### src/rtl/dl_pkg.sv
// Shared types and defaults for the design_lib pipeline register blocks.
`ifndef DL_PKG_SV
`define DL_PKG_SV

package dl_pkg;

    // Default datapath width for pipeline register instances.
    localparam int DL_PIPE_W_DEFAULT = 32;

    // One beat held by a pipeline stage: a valid flag plus its payload.
    // Blocks built at a different width declare a struct with this same
    // {valid, data} layout at their own width and hand it to the stages.
    typedef struct packed {
        logic                         valid;
        logic [DL_PIPE_W_DEFAULT-1:0] data;
    } dl_pipe_beat_t;

endpackage

`endif // DL_PKG_SV

### src/rtl/dl_pipe_stage.sv
// One elastic valid/ready register stage. An empty stage always accepts,
// which lets bubbles collapse while the output is stalled. flush clears the
// valid flag on the next edge and wins over any load.
`ifndef DL_PIPE_STAGE_SV
`define DL_PIPE_STAGE_SV

module dl_pipe_stage
    import dl_pkg::*;
#(
    parameter int               WIDTH     = DL_PIPE_W_DEFAULT,
    parameter logic [WIDTH-1:0] RESET_VAL = '0,
    parameter type              beat_t    = dl_pipe_beat_t
) (
    input  logic  clk,
    input  logic  rst,
    input  logic  flush,
    input  beat_t in_beat,
    output logic  in_ready,
    output beat_t out_beat,
    input  logic  out_ready
);

    beat_t q;

    // Ready when empty, or when the held beat leaves this same edge.
    assign in_ready = !q.valid || out_ready;
    assign out_beat = q;

    // Stage register: reset, flush, or load from the upstream stage.
    // NOTE: state updates use non-blocking assignments so every stage samples
    // its neighbour's pre-edge value; blocking would shift a beat through the
    // whole chain in a single edge.
    always_ff @(posedge clk or posedge rst) begin
        if (rst) begin
            q.valid <= 1'b0;
            // NOTE: the payload is reset too, so out_data shows RESET_VAL
            // rather than X until the first beat arrives.
            q.data  <= RESET_VAL;
        end else if (flush) begin
            q.valid <= 1'b0;
        end else if (in_ready) begin
            q.valid <= in_beat.valid;
            // Bubbles move the valid flag only; the payload keeps its value.
            if (in_beat.valid) begin
                q.data <= in_beat.data;
            end
        end
    end

endmodule

`endif // DL_PIPE_STAGE_SV

### src/rtl/dl_pipe_reg.sv
// Elastic pipeline register chain: WIDTH-bit data through DEPTH valid/ready
// stages. DEPTH=0 is a pure wire. Build option: DL_PIPE_REG_FLUSH_EN adds a
// synchronous flush port that clears every stage's valid flag.
`ifndef DL_PIPE_REG_SV
`define DL_PIPE_REG_SV

module dl_pipe_reg
    import dl_pkg::*;
#(
    parameter int               WIDTH     = DL_PIPE_W_DEFAULT,
    parameter int               DEPTH     = 1,
    parameter logic [WIDTH-1:0] RESET_VAL = '0
) (
    input  logic             clk,
    input  logic             rst,
`ifdef DL_PIPE_REG_FLUSH_EN
    input  logic             flush,
`endif
    input  logic             in_valid,
    output logic             in_ready,
    input  logic [WIDTH-1:0] in_data,
    output logic             out_valid,
    input  logic             out_ready,
    output logic [WIDTH-1:0] out_data
);

    // Same {valid, data} layout as dl_pipe_beat_t, at this instance's width.
    typedef struct packed {
        logic             valid;
        logic [WIDTH-1:0] data;
    } beat_t;

    logic flush_i;

`ifdef DL_PIPE_REG_FLUSH_EN
    assign flush_i = flush;
`else
    assign flush_i = 1'b0;
`endif

    if (DEPTH == 0) begin : g_wire
        // No storage: handshake and data pass straight through.
        assign in_ready  = out_ready && !flush_i;
        assign out_valid = in_valid && !flush_i;
        assign out_data  = in_data;
    end else begin : g_chain
        // beat[k] feeds stage k; ready[k] is stage k's ready back upstream.
        beat_t beat  [DEPTH+1];
        logic  ready [DEPTH+1];

        assign beat[0].valid = in_valid;
        assign beat[0].data  = in_data;
        assign ready[DEPTH]  = out_ready;

        for (genvar k = 0; k < DEPTH; k++) begin : g_stage
            dl_pipe_stage #(
                .WIDTH     (WIDTH),
                .RESET_VAL (RESET_VAL),
                .beat_t    (beat_t)
            ) u_stage (
                .clk       (clk),
                .rst       (rst),
                .flush     (flush_i),
                .in_beat   (beat[k]),
                .in_ready  (ready[k]),
                .out_beat  (beat[k+1]),
                .out_ready (ready[k+1])
            );
        end

        // Flush masks both ports for the cycle so no transfer can happen.
        assign in_ready  = ready[0] && !flush_i;
        assign out_valid = beat[DEPTH].valid && !flush_i;
        assign out_data  = beat[DEPTH].data;
    end

endmodule

`endif // DL_PIPE_REG_SV
### config.mk
export PLATFORM = sky130hd
export DESIGN_NAME = dl_pipe_reg
export DESIGN_NICKNAME = d
export VERILOG_FILES = /design/src/rtl/dl_pkg.sv /design/src/rtl/dl_pipe_stage.sv /design/src/rtl/dl_pipe_reg.sv
export SDC_FILE = /design/constraint.sdc
export NUM_CORES = 1
export LEC_CHECK = 0
export BUFFER_PORTS_ARGS = -buffer_cell sky130_fd_sc_hd__buf_2
export CAP_MARGIN = 10
export CORE_ASPECT_RATIO = 1.4
export CORE_MARGIN = 2
export CORE_UTILIZATION = 48
export CTS_CLUSTER_SIZE = 40
export DETAILED_ROUTE_END_ITERATION = 6
export PLACE_DENSITY = 0.83
export SETUP_SLACK_MARGIN = 0.02
export SYNTH_ARGS = -nofsm -noshare
export SYNTH_HDL_FRONTEND = slang
export SYNTH_SLANG_ARGS = --single-unit
### constraint.sdc
create_clock -name clk -period 2.95 [get_ports clk]
set_input_delay 0.4425 -clock clk [delete_from_list [all_inputs] [get_ports clk]]
set_output_delay 0.4425 -clock clk [all_outputs]
set_load 0.005 [all_outputs]
======== Word-level counts from Yosys, hierarchy flattened ========
Index checks and enable logic that the tools add are counted.
cells by class
  reduce and logical (&&, ||, !) cells .... 3
operators with widths
  kind                 number
  2-bit AND reduction  1
  1-bit logical NOT    1
  1-bit logical OR     1
word-level totals
  register bits ........................... 33
  output and inout port bits .............. 34

======== Depth between registers and ports, before layout ========
Gate-level depths: netlist of the first run.
  depth in word-level cells ............... 3
  depth in mapped cells ................... 4

======== Cells and area by module ========
From an unflattened synthesis of the first run, not the netlist that was laid out.
unflattened totals
  cell total of the unflattened synthesis .. 75
  area total of the unflattened synthesis .. 1271.2 um^2
by module, submodules not included
  module         instances  cells each  area each (um^2)
  dl_pipe_stage  1          74          1267.5
  dl_pipe_reg    1          1           3.8

======== Least setup slack after synthesis of the first run ========
No wires, ideal clock.
  path type ............................... in2reg
  start point ............................. input port out_ready
  end point ............................... register g_chain.g_stage[0].u_stage.q, in the netlist g_chain.g_stage[0].u_stage.out_beat[0]
  setup time .............................. 125 ps
  arrival ................................. 1143 ps
  required time ........................... 2825 ps
  setup slack ............................. 1682 ps
  stages on the path ...................... 4
  buffers on the path ..................... 1
  cells stage by stage .................... nand2b_4 > nand2_4 > buf_12 > mux2_4
between the ends
  word-level cells in the longest chain between the ends .. 2
ends and longest elaborated chain
  element                        line                 source
  from (decl)                    dl_pipe_reg.sv:23    input logic out_ready,
  1-bit logical OR               dl_pipe_stage.sv:26  assign in_ready = !q.valid || out_ready;
  2-bit AND reduction (no line)  -
  to (decl)                      dl_pipe_stage.sv:23  beat_t q;
No other way between the ends.
A chain may end at the register's enable or synchronous reset.

======== Worst setup path after layout of the first run ========
  start point ............................. register g_chain.g_stage[0].u_stage.q, in the netlist g_chain.g_stage[0].u_stage.out_beat[32]
  end point ............................... register g_chain.g_stage[0].u_stage.q, in the netlist g_chain.g_stage[0].u_stage.out_beat[9]
between the ends
  word-level cells in the longest chain between the ends .. 3
ends and longest elaborated chain
  element                        line
  1-bit logical NOT              dl_pipe_stage.sv:26
  1-bit logical OR               dl_pipe_stage.sv:26
  2-bit AND reduction (no line)  -
No other way between the ends.

==> metrics, run 1 <==
status finished clean; share of layout cells above drive strength 1 75.5%; Chip Height 67.8 microns; Buf+Inv Stages, Crit Path 0; FMAX 0.693 GHz; Pwr Density 605 mW/mm^2; Slowest cell on crit path nand2_4; Internal 839 uW; simple-gate share of the synthesized area 2.33%; Yosys top cell by area dfrtp_1; WP data required 3.12 ns; Compound-Gate Fraction of Synth Area 0%; ANT nets after route 0; Fin. Hold Viols 0; largest family of logic cells by synthesized area multiplexers; Num CTS Buffers 5; post-synth top area share 59.2%; most common cell after layout, fill and taps aside buf_2; starting DRC count in detailed routing 13; Synth cell types 8; CTS hold repair buffers 0; Post-CTS Setup Inserts 0; leak pwr 0.00101 uW; die area 0.00336 sq mm; Largest register FFs 33; Sum Neg Setup Slack 0 ns; TritonRoute pass-1 iters 4; hpwl dp 1.95 mm; max incr delay on CP 0.43 ns; I/O Buffers 69; r2r setup slk 1.51 ns; final critical path time including I/O delays and setup 1.44 ns; syn_nets 108; Synth Area in Adders 0%; Switch Pwr 272 uW; Gate power share 21.7%; Root Driver clkbuf_8; total power draw 1110 uW; CTS max path bufs 2; H-tree levels 2; worst r2r dst g_chain.g_stage[0].u_stage.out_beat[9]; nets 182; main area contributors after synthesis dfrtp_1 59%, mux2_4 32%, buf_12 4.3%; syn_area_per_cell 19.4 sq um; # IOs 70; CTS tree built; cell count after synthesis 72; Via density 4.67; crit share post-route 48.9%; CP max FO 32; Skew-Pair Late Insertion Delay 0.28 ns; diode count 0; critical path's top delay family simple AND/OR/NAND/NOR gates; Slew headroom 61.1%; max cap viols 0; Worst-Margin Slew 0.583 ns; average wire per standard cell 15.1 microns; Place WS 1.26 ns; worst path arrival time 1.61 ns; area growth from synthesis to layout 31.7%; WP depth 3; TritonCTS Sinks 33; fin cells 184; switching share of power 24.5%; Final setup violation count 0; Vias 860; DRC violation count after routing 0; mux contribution to synthesized area 33.9%; vias in the first global route 888; final worst setup slack 1.51 ns; post-synthesis sequential area ratio 59.2%; startpoint types flop; Clock Skews 0.00450 ns; Seq pwr share 49.9%; antenna violations before repair 0; crit-path cells nand2b_4, nand2_4, mux2_2; reg2reg path depth 3; count of final max-slew check failures 0; total core area 0.00282 sq mm; Hold Crit Class in -> async; XOR/XNOR share of the synthesized area 0%; RSZ-0062 raised after global routing no; critical path type reg -> reg; placement row count 23; routed wire length 2.78 mm; routability congestion estimate 0.767; post-synthesis register bit count 33; die width 49.6 microns; RR Startpoint g_chain.g_stage[0].u_stage.out_beat[32]; first-pass GRT wire length 4.20 mm; GRT overflow 0; most frequent cells in the layout 69 x buf_2, 33 x dfrtp_1, 30 x mux2_4, 5 x clkbuf_8; YS warnings 0; Crit. End Element flop; Clock Pin Slew Worst Setup and Hold Paths 0.07 ns; Initial Util 49.5%; CTS resizes 0; global-route usage over all layers 17.2%; Mapped Area 0.00140 sq mm; placed cell count 175; clock power share 28.3%; largest net degree at the start of global routing 34; peak supply drop 0.000295 V
[how the worst max path moves through the flow]
stage	slack (ns)	to	startpoint
5_1_grt	1.43	g_chain.g_stage[0].u_stage.out_beat[9]	g_chain.g_stage[0].u_stage.out_beat[32]
3_3_place_gp	1.32	g_chain.g_stage[0].u_stage.out_beat[9]	out_ready
2_1_floorplan	1.68	g_chain.g_stage[0].u_stage.out_beat[0]	out_ready
4_1_cts	1.49	g_chain.g_stage[0].u_stage.out_beat[9]	g_chain.g_stage[0].u_stage.out_beat[32]
3_5_place_dp	1.26	g_chain.g_stage[0].u_stage.out_beat[9]	out_ready
6_report	1.51	g_chain.g_stage[0].u_stage.out_beat[9]	g_chain.g_stage[0].u_stage.out_beat[32]
[synth_stat cells]
library cell / n
dfrtp_1: 33
mux2_4: 30
buf_12: 3
or2b_1: 1
nand2_4: 1
mux2_2: 2
nand2b_4: 1
inv_1: 1
[power by group through the flow]
| stage | Sequential (uW) | Clock [uW] | Combinational (uW) |
|---|---|---|---|
| after floorplan | 566 | 0 | 137 |
| after global placement | 559 | 0 | 232 |
| after detailed placement | 560 | 0 | 240 |
| after CTS | 554 | 328 | 241 |
| after global routing | 563 | 346 | 262 |
| final | 555 | 314 | 242 |
[layout make-up]
class	instances	area [sq um]
clock buffer	6	72.6
clock inverter	2	10.0
fill	230	983
inverter	1	3.75
multi-input combinational	35	505
sequential	33	826
tap	37	46.3
timing repair buffer	70	373
[logic make-up (layout without fill, tap and decap cells)]
kind of cell	Yosys count	count (layout)
AND/OR/NAND/NOR	3	3
flip-flops	33	33
multiplexers	32	32
buffers and inverters	4	79
[per-layer routing]
metal  global-route usage, %  vias up  share of wire (%)
met5                       0        -                  0
met4                    10.4        0                1.9
met3                    5.09        5                6.5
met2                    27.3       41                 51
met1                    20.8      420                 40
li1                        -      394                  -
[per-stage QoR]
step | area (sq um) | utilization, % | hold WS (ns)
after CTS | 1810 | 64.2 | 0.382
after global routing | 1840 | 65.1 | 0.139
after global placement | 1730 | 61.2 | 0.486
after floorplan | 1400 | - | 0.504
after detailed placement | 1730 | 61.2 | 0.489
final | 1840 | 65.1 | 0.124
(Power assumes the default switching activity.)
==> run 2, diff against run 1 <==
--- a/config.mk
+++ b/config.mk
@@ -9,10 +9,10 @@
 export CAP_MARGIN = 10
 export CORE_ASPECT_RATIO = 1.4
 export CORE_MARGIN = 2
-export CORE_UTILIZATION = 48
+export CORE_UTILIZATION = 44
 export CTS_CLUSTER_SIZE = 40
 export DETAILED_ROUTE_END_ITERATION = 6
-export PLACE_DENSITY = 0.83
+export PLACE_DENSITY = 0.77
 export SETUP_SLACK_MARGIN = 0.02
 export SYNTH_ARGS = -nofsm -noshare
 export SYNTH_HDL_FRONTEND = slang
==> constraint.sdc (replaced) <==
create_clock -name clk -period 1.4 [get_ports clk]
set_input_delay 0.21 -clock clk [delete_from_list [all_inputs] [get_ports clk]]
set_output_delay 0.21 -clock clk [all_outputs]
set_load 0.005 [all_outputs]
==> metrics, run 2 (synthesis results as in run 1) <==
Crit. End Element flop (unchanged); crit share post-route 84.5% (was 48.9%); first-pass GRT wire length 4.62 mm (was 4.20 mm); CTS tree built (unchanged); Internal 1820 uW (was 839 uW); WP data required 1.58 ns (was 3.12 ns); Root Driver clkbuf_8 (unchanged); Clock Pin Slew Worst Setup and Hold Paths 0.06 ns (was 0.07 ns); ANT nets after route 0 (unchanged); Largest register FFs 33 (unchanged); Fin. Hold Viols 0 (unchanged); die width 51.6 microns (was 49.6 microns); count of final max-slew check failures 0 (unchanged); Hold Crit Class in -> reg (was in -> async); Initial Util 45.5% (was 49.5%); TritonCTS Sinks 33 (unchanged); Gate power share 21.5% (was 21.7%); final critical path time including I/O delays and setup 1.18 ns (was 1.44 ns); placed cell count 181 (was 175); # IOs 70 (unchanged); max incr delay on CP 0.39 ns (was 0.43 ns); switching share of power 24.2% (was 24.5%); RSZ-0062 raised after global routing no (unchanged); max cap viols 0 (unchanged); clock power share 29.9% (was 28.3%); CP max FO 15 (was 32); Chip Height 70.6 microns (was 67.8 microns); status finished clean (unchanged); area growth from synthesis to layout 34.8% (was 31.7%); Sum Neg Setup Slack 0 ns (unchanged); Vias 884 (was 860); Pwr Density 1280 mW/mm^2 (was 605 mW/mm^2); Worst-Margin Slew 0.228 ns (was 0.583 ns); Via density 4.68 (was 4.67); largest net degree at the start of global routing 19 (was 34); fillers 270 (was 230); peak supply drop 0.000807 V (was 0.000295 V); fin cells 189 (was 184); Slew headroom 84.8% (was 61.1%); Post-CTS Setup Inserts 0 (unchanged); Seq pwr share 48.6% (was 49.9%); FMAX 0.846 GHz (was 0.693 GHz); global-route usage over all layers 17.7% (was 17.2%); DRC violation count after routing 0 (unchanged); Clock Skews 0.00297 ns (was 0.00450 ns); routability congestion estimate 0.725 (was 0.767); critical path type reg -> reg (unchanged); vias in the first global route 990 (was 888); most frequent cells in the layout 69 x buf_2, 33 x dfrtp_1, 30 x mux2_4, 6 x clkbuf_8 (was 69 x buf_2, 33 x dfrtp_1, 30 x mux2_4, 5 x clkbuf_8); diode count 0 (unchanged); antenna violations before repair 0 (unchanged); starting DRC count in detailed routing 8 (was 13); Num CTS Buffers 5 (unchanged); Place WS 0.215 ns (was 1.26 ns); Slowest cell on crit path dfrtp_1 (was nand2_4); H-tree levels 2 (unchanged); Switch Pwr 582 uW (was 272 uW); die area 0.00364 sq mm (was 0.00336 sq mm); most common cell after layout, fill and taps aside buf_2 (unchanged); worst path arrival time 1.36 ns (was 1.61 ns); final worst setup slack 0.217 ns (was 1.51 ns); startpoint types flop (unchanged); crit-path cells nand2b_4, nand2_4, buf_12, mux2_2 (was nand2b_4, nand2_4, mux2_2); hpwl dp 2.06 mm (was 1.95 mm); Skew-Pair Late Insertion Delay 0.29 ns (was 0.28 ns); nets 186 (was 182); Final setup violation count 0 (unchanged); average wire per standard cell 14.7 microns (was 15.1 microns); leak pwr 0.00103 uW (was 0.00101 uW); GRT overflow 0 (unchanged); share of layout cells above drive strength 1 75.3% (was 75.5%); routed wire length 2.78 mm (about the same); post-placement cell area 0.00178 sq mm (was 0.00173 sq mm); I/O Buffers 69 (unchanged); CTS max path bufs 2 (unchanged); total core area 0.00306 sq mm (was 0.00282 sq mm); placement row count 24 (was 23); post-route cell area 0.00188 sq mm (was 0.00184 sq mm); TritonRoute pass-1 iters 2 (was 4)
run 2: cell types whose count changed in the layout (fill, tap and decap cells not counted), sizes merged:
cell / delta
clkbuf: +1
dlygate4sd3: +1
clkinv: -2
buf: +3
run 2: power by group through the flow:
stage	clock [uW]	combinational [uW]	sequential (uW)
after global routing	793	556	1190
after floorplan	0	288	1190
after global placement	0	508	1180
after detailed placement	0	525	1180
after CTS	742	528	1170
final	719	517	1170
run 2: layer usage:
metal  vias to the layer above  share of wire, %  GRT usage, %
met2                        39                53          27.6
met5                         -                 0             0
met4                         0               2.3          9.65
met1                       436                37          20.7
li1                        403                 -             -
met3                         6               7.7          6.75
run 2: metrics by stage:
stage | total power [uW] | hold WS [ns] | utilization [%]
3_5_place_dp | 1710 | 0.255 | 58.3
5_1_grt | 2540 | 0.139 | 61.4
2_1_floorplan | 1480 | 0.313 | -
6_report | 2410 | 0.150 | 61.4
3_3_place_gp | 1690 | 0.245 | 58.3
4_1_cts | 2440 | 0.141 | 61.4
run 2: path summary, 6_finish.rpt:
kind / start / slack (ns) / endpoint / depth (start not counted)
min: in_data[12] / 0.15 / g_chain.g_stage[0].u_stage.out_beat[12] / 2
min reg2reg: g_chain.g_stage[0].u_stage.out_beat[7] / 0.51 / g_chain.g_stage[0].u_stage.out_beat[7] / 1
min in group asynchronous: rst / 0.50 / g_chain.g_stage[0].u_stage.out_beat[27] / 4
max reg2reg: g_chain.g_stage[0].u_stage.out_beat[32] / 0.22 / g_chain.g_stage[0].u_stage.out_beat[9] / 4
max: g_chain.g_stage[0].u_stage.out_beat[32] / 0.22 / g_chain.g_stage[0].u_stage.out_beat[9] / 4
max in group asynchronous: rst / 0.69 / g_chain.g_stage[0].u_stage.out_beat[14] / 4
run 2: area by class of cell:
class	count	area (sq um)	area share, %
multi-input cells	35	505	26.9
flip-flops and latches	33	826	43.9
repair buffers	74	410	21.8
inverters	1	3.75	0.200
clock buffers	7	86.3	4.59
well taps	39	48.8	2.59
run 2: critical path, delay by kind of cell (launching register included):
family        cells  cell delay [ns]
flops             1             0.39
buf+inv           1             0.17
mux               1             0.34
simple gates      2             0.17
run 2: repair_timing:
item | in CTS | in global routing
endpoints found under the hold margin | 33 | 0
gates resized for setup | 0 | 0
hold buffers | 1 | 0
